<file path="src/rtl/mem_port_arbiter_pkg.sv">
// Shared types for the unified memory port arbiter: FSM states, port owner and defaults.
package mem_port_arbiter_pkg;

  localparam int unsigned DefaultLat = 3;

  typedef enum logic [1:0] {
    StIdle,
    StBusy,
    StResp
  } state_e;

  typedef enum logic {
    OwnIf,
    OwnDm
  } owner_e;

  // A LAT of 1 still needs a one-bit counter.
  function automatic int unsigned cnt_width(input int unsigned lat);
    return (lat <= 1) ? 1 : $clog2(lat);
  endfunction

endpackage

</file>
<file path="src/rtl/mem_port_arbiter.sv">
// Arbitrates a single-port fixed-latency memory between instruction fetch and data access.
// Each access holds the memory for LAT cycles, then returns registered data with a ready pulse.
module mem_port_arbiter
  import mem_port_arbiter_pkg::*;
#(
  parameter int unsigned LAT    = DefaultLat,
  parameter int unsigned ADDR_W = 32,
  parameter int unsigned DATA_W = 32
) (
  input  logic              clk,
  input  logic              rst,
  input  logic              if_req,
  input  logic [ADDR_W-1:0] if_addr,
  input  logic              if_flush,
  output logic [DATA_W-1:0] if_rdata,
  output logic              if_ready,
  output logic              if_stall,
  input  logic              dm_rd_req,
  input  logic              dm_wr_req,
  input  logic [ADDR_W-1:0] dm_addr,
  input  logic [DATA_W-1:0] dm_wdata,
  output logic [DATA_W-1:0] dm_rdata,
  output logic              dm_ready,
  output logic              dm_stall,
  output logic              mem_en,
  output logic              mem_we,
  output logic [ADDR_W-1:0] mem_addr,
  output logic [DATA_W-1:0] mem_wdata,
  input  logic [DATA_W-1:0] mem_rdata
);

  localparam int unsigned     CntW    = cnt_width(LAT);
  localparam logic [CntW-1:0] CntLast = CntW'(LAT - 1);

  state_e          state_q;
  owner_e          owner_q;
  logic [CntW-1:0] cnt_q;
  logic            flush_pend_q;
  logic            dm_req;

  assign dm_req   = dm_rd_req | dm_wr_req;
  assign if_stall = if_req & ~if_ready;
  assign dm_stall = dm_req & ~dm_ready;

  // mem_addr/mem_wdata/mem_we double as the transaction latches, so they stay put while busy.
  always_ff @(posedge clk) begin
    if (rst) begin
      state_q      <= StIdle;
      owner_q      <= OwnIf;
      cnt_q        <= '0;
      flush_pend_q <= 1'b0;
      if_ready     <= 1'b0;
      dm_ready     <= 1'b0;
      if_rdata     <= '0;
      dm_rdata     <= '0;
      mem_en       <= 1'b0;
      mem_we       <= 1'b0;
      mem_addr     <= '0;
      mem_wdata    <= '0;
    end else begin
      case (state_q)
        StIdle: begin
          if_ready     <= 1'b0;
          dm_ready     <= 1'b0;
          flush_pend_q <= 1'b0;
          // Data side wins: the older instruction in MEM must progress first.
          if (dm_req) begin
            owner_q   <= OwnDm;
            mem_we    <= dm_wr_req;
            mem_addr  <= dm_addr;
            mem_wdata <= dm_wdata;
            mem_en    <= 1'b1;
            cnt_q     <= '0;
            state_q   <= StBusy;
          end else if (if_req) begin
            owner_q   <= OwnIf;
            mem_we    <= 1'b0;
            mem_addr  <= if_addr;
            mem_wdata <= dm_wdata;
            mem_en    <= 1'b1;
            cnt_q     <= '0;
            state_q   <= StBusy;
          end
        end
        StBusy: begin
          if (owner_q == OwnIf && if_flush) begin
            flush_pend_q <= 1'b1;
          end
          if (cnt_q == CntLast) begin
            mem_en  <= 1'b0;
            mem_we  <= 1'b0;
            state_q <= StResp;
            if (owner_q == OwnIf) begin
              if_rdata <= mem_rdata;
              // A flush seen on this last cycle must also kill the pulse.
              if_ready <= ~(flush_pend_q | if_flush);
            end else begin
              dm_ready <= 1'b1;
              if (!mem_we) begin
                dm_rdata <= mem_rdata;
              end
            end
          end else begin
            cnt_q <= cnt_q + 1'b1;
          end
        end
        StResp: begin
          if_ready     <= 1'b0;
          dm_ready     <= 1'b0;
          flush_pend_q <= 1'b0;
          state_q      <= StIdle;
        end
        default: begin
          state_q <= StIdle;
        end
      endcase
    end
  end

endmodule

</file>
<file path="config.mk">
export PLATFORM = sky130hd
export DESIGN_NAME = mem_port_arbiter
export DESIGN_NICKNAME = d
export VERILOG_FILES = /design/src/rtl/mem_port_arbiter_pkg.sv /design/src/rtl/mem_port_arbiter.sv
export SDC_FILE = /design/constraint.sdc
export NUM_CORES = 1
export LEC_CHECK = 0
export CAP_MARGIN = 10
export CELL_PAD_IN_SITES_DETAIL_PLACEMENT = 1
export CELL_PAD_IN_SITES_GLOBAL_PLACEMENT = 1
export CORE_UTILIZATION = 32
export DETAILED_ROUTE_END_ITERATION = 16
export PLACE_DENSITY_LB_ADDON = 0.1
export SYNTH_ARGS = -nofsm -noshare
export SYNTH_HDL_FRONTEND = slang
export SYNTH_SLANG_ARGS = --single-unit
</file>
<file path="constraint.sdc">
create_clock -name clk -period 3.4 [get_ports clk]
set_clock_uncertainty 0.1 [all_clocks]
set_input_delay 0.51 -clock clk [delete_from_list [all_inputs] [get_ports clk]]
set_output_delay 0.51 -clock clk [all_outputs]
set_load 0.02 [all_outputs]
</file>
* Word level (Yosys, flattened, before mapping) *
Cells that the tools add are included.

storage, ports and cells
  flip-flop bits (word level) = 138
  output and inout port bits = 134
  word-level logic and storage cells = 74

operators by class
  add/sub/neg operators = 1
  equal/unequal tests = 9
  muxes and demuxes = 28
  bitwise operators = 9
  reduce and logical (&&, ||, !) cells = 15

operator list
  operator               count
  $mux W32               4
  $reduce_and A3 Y1      5
  $mux W2                6
  $mux W1                11
  $ne A2 B2 Y1 const B   5
  $pmux W1 S2            5
  $pmux W2 S2            2
  $reduce_and A2 Y1      3
  $reduce_bool A2 Y1     3
  $not A1 Y1             5
  $eq A2 B2 Y1 const B   2
  $reduce_and A4 Y1      1
  $ne A3 B3 Y1 const B   1
  $add A2 B1 Y2 const B  1
  $and A1 B1 Y1          2
  $eq A2 B1 Y1 const B   1
  $logic_not A2 Y1       1
  $or A1 B1 Y1           2
  $reduce_or A2 Y1       1
  $logic_and A1 B1 Y1    1

* Logic depth before layout (Yosys ltp) *
  depth after elaboration = 5
  mapped depth = 7
  depth with buffers taken out = 5

* Worst setup path before layout *
OpenSTA, ideal clock, no wires.

  path type = input to register
  start point = input dm_wr_req
  end point = register mem_wdata[23]
  setup time = 0.116 ns
  arrival = 1.597 ns
  path slack = 1.588 ns
  cell stages on the path = 6
  buffers on the path = 3
  path through = or3_1 > clkbuf_1 > and2_1 > buf_6 > buf_6 > a31o_1

on the way
  longest elaborated chain between the ends = 3

RTL lines
  item                                 line                    source
  start, declared                      mem_port_arbiter.sv:19  input logic dm_wr_req,
  $or A1 B1 Y1 *                       mem_port_arbiter.sv:41  assign dm_req = dm_rd_req | dm_wr_req;
  $reduce_bool A2 Y1 (no source line)  n/a
  $reduce_and A2 Y1 (no source line)   n/a
  end signal, assigned                 mem_port_arbiter.sv:71  mem_wdata <= dm_wdata;
  end signal, assigned                 mem_port_arbiter.sv:79  mem_wdata <= dm_wdata;
  end, declared                        mem_port_arbiter.sv:28  output logic [DATA_W-1:0] mem_wdata,

Every way passes the cells marked *; elsewhere a longest branch is shown, timed or not.
A chain may end at the register's enable or synchronous reset.

* Final worst setup path *
  start point = input dm_wr_req
  end point = output dm_stall

on the way
  longest elaborated chain between the ends = 2

RTL lines
  item           line                    source
  $or A1 B1 Y1   mem_port_arbiter.sv:41
  $and A1 B1 Y1  mem_port_arbiter.sv:43  assign dm_stall = dm_req & ~dm_ready;
  end, declared  mem_port_arbiter.sv:24  output logic dm_stall,

No other way between the ends.

==> metrics.md <==
| Metric | Value |
|---|---|
| Die H | `approximately 140 um` |
| # rows | `just under 50` |
| GR Util All Layers | `between 20% and 30%` |
| Pin count of the biggest net entering global routing | `69` |
| CTS tree | `yes` |
| Worst Tran Pin Value | `approximately 800 ps` |
| Hold slack final | `352 ps` |
| Max cap viols | `0` |
| Post-DP HPWL | `roughly 14 mm` |
| Vias in the first global route | `5968` |
| DRT Pass-1 Iters | `4` |
| Share of cells above drive strength 1 | `9.79%` |
| Avg Inst Size Synth | `roughly 8.8 um^2` |
| Final setup fails | `0` |
| Worst path max stage delay | `approximately 600 ps` |
| Via/cell ratio | `~5.0` |
| Global-route wire length before repair | `a little over 30 mm` |
| Clk_lat worst skew | `between 400 and 500 ps` |
| Crit share post-route | `79.9%` |
| DR vias | `approximately 5.7k` |
| Ports | `around 270` |
| Main flop type after synthesis | `dfxtp_1` |
| TritonCTS Buffers | `17` |
| Met2 Track Usage GR | `a little under two fifths` |
| Placer congestion estimate | `around 0.76` |
| Area grow syn2layout | `58.3%` |
| Worst Path Required | `between 2000 and 3000 ps` |
| Mapped cell area | `roughly 6000 um^2` |
| Max Freq | `between 300 and 400 MHz` |
| I/O Buffers | `267` |
| Initial DRC Count | `206` |
| Tot Pwr | `~4.5 mW` |
| Drt drc | `0` |
| HP Class | `reg -> reg` |
| Starting Density | `32.6%` |
| Yosys top cell by area | `dfxtp_1` |
| Clock Pin Slew Worst Setup and Hold Paths | `roughly 60 ps` |
| Syn nets | `roughly 800` |
| VDD IR-drop max | `about 300 uV` |
| CP Cell Sequence | `clkdlybuf4s50_1, buf_4, nor2_2, nor2_1, clkdlybuf4s50_1` |
| Synth top area cells | `dfxtp_1 (47%), nand2_1 (10%), a21oi_1 (8.6%), a311oi_2 (8.2%), mux2i_1 (5.5%)` |
| Most numerous cell on the critical path | `clkdlybuf4s50_1` |
| Die area | `18900 um^2` |
| Post-synth ARST share | `0%` |
| Total negative setup slack | `0 ps` |
| Crit-path max FO | `35` |
| Rel. slew slack | `about 47%` |
| Clk buf depth | `2` |
| Yosys top cell area share | `47.1%` |
| Fin nets | `slightly above 1k` |
| Crit end category | `primary output` |
| EDFF count, synth | `0` |
| CP max-delay cell | `clkdlybuf4s50_1` |
| CTS resizes | `0` |
| Grt peak-use layer | `met2` |
| Register bit total from synthesis | `about 140` |
| Outcome | `completed` |
| DR WL/cell | `~18 um` |
| CORE AREA | `around 18000 um^2` |
| M3 GR Usage | `under 10%` |
| Clk sinks | `between 100 and 150` |
| Post-DRT Antenna Nets | `0` |
| GRT met1 Usage | `between 20% and 30%` |
| Die Wd | `about 140 um` |
| Number of inserted diodes | `0` |
| Final Critical Period | `between 2000 and 3000 ps` |
| Fin. Hold Viols | `0` |
| Clock root buffer | `clkbuf_16` |
| Warnings from Yosys | `0` |
| Overflow after GRT | `0` |
| Critical path class | `in -> out` |
| # H-tree levels | `4` |
| Power Density | `between 400 and 500 nW/um^2` |
| CP arrival | `2110 ps` |
| Final wirelength | `20.1 mm` |
| Postcts setup bufs | `0` |
| Cell variety after synth | `31` |
| Startpoint types | `input pin` |
| RSZ-0062 raised after global routing | `false` |
| Pins Over Slew Limit | `0` |
| Sequential area share after synthesis | `a little under half` |
| Leakage | `~3.2 nW` |
| Initial antenna violation count | `0` |
| Cts hold-fix bufs | `0` |
| Post-Synthesis Cells | `663` |
cells in the mapped netlist, drive strengths merged, types with 2 or more instances:
cell type and count:
a21bo 2, a21oi 101, a311oi 32, a31o 34, buf 22, clkbuf 44
dfxtp 138, ha 2, inv 3, mux2i 32, nand2 163, nand2b 32
nor2 10, nor3 2, o21ai 34
sequential cells by signal (all words and copies together) (netlist names), 2 cells and up:
register / count
cnt_q: 2
mem_addr: 32
state_q: 2
dm_rdata: 32
mem_wdata: 32
if_rdata: 32
per-layer routing:
layer / share of wire [%] / wire length [um]
met1: 39 / 7940
met2: 51 / 10300
met3: 8.2 / 1650
met4: 1.4 / 276
met5: 0 / 0
critical path, delay by kind of cell:
| kind | cells | cell delay (ps) |
|---|---|---|
| AND/OR/NAND/NOR | 2 | 190 |
| buffers and inverters | 3 | 1390 |
through the flow:
stage | instance area [um^2] | utilization (%) | std cells | setup slack [ps]
detailed placement | 8660 | 48.2 | 1107 | 667
floorplan | 5860 | - | 663 | 1590
CTS | 9280 | 51.7 | 1138 | 685
global placement | 8660 | 48.2 | 1107 | 694
global route | 9280 | 51.7 | 1138 | 598
finish | 9280 | 51.7 | 1138 | 685
layout by cell type, fill, tap and decap left out, drive strengths merged, types with 3 or more instances in the layout:
| master | n |
|---|---|
| clkdlybuf4s50 | 266 |
| nand2 | 163 |
| dfxtp | 138 |
| a21oi | 101 |
| o21ai | 34 |
| a31o | 34 |
| a311oi | 32 |
| nand2b | 32 |
| mux2i | 32 |
| clkbuf | 18 |
| buf | 15 |
| nor2 | 10 |
| clkinv | 5 |
| bufinv | 4 |
| inv | 4 |
| clkinvlp | 3 |
power breakdown:
group	switching, mW	internal (mW)
clock	0.741	1.23
sequential	0.0489	1.70
combinational	0.364	0.370
total	1.15	3.30
cells by family (layout without fill, tap and decap cells):
group / count (synthesis) / in the layout / share of synthesized area [%]
AOI/OAI and AO/OA: 205 / 205 / 25.4
adders and majority gates: 2 / 2 / 0.427
buffers and inverters: 69 / 315 / 5.61
DFF: 138 / 138 / 47.1
muxes: 32 / 32 / 5.46
and+or+nand+nor: 217 / 217 / 16.0
final timing paths:
check | startpoint | endpoint | slack [ps] | cells after the start
worst max-delay path | dm_wr_req | dm_stall | 680 | 5
worst min-delay path | if_rdata[4] | if_rdata[4] | 350 | 2
worst max register to register | state_q[1] | mem_addr[2] | 1430 | 4
worst min register to register | if_rdata[4] | if_rdata[4] | 350 | 2
area by class of cell:
type	instances	area (um^2)
timing repair buffer	281	2790
sequential	138	2760
inverter	3	12.5
fill	2019	8680
clock buffer	18	429
tap	229	287
clock inverter	13	195
multi-input combinational	456	2810
Power figures use the tool's default switching activity.
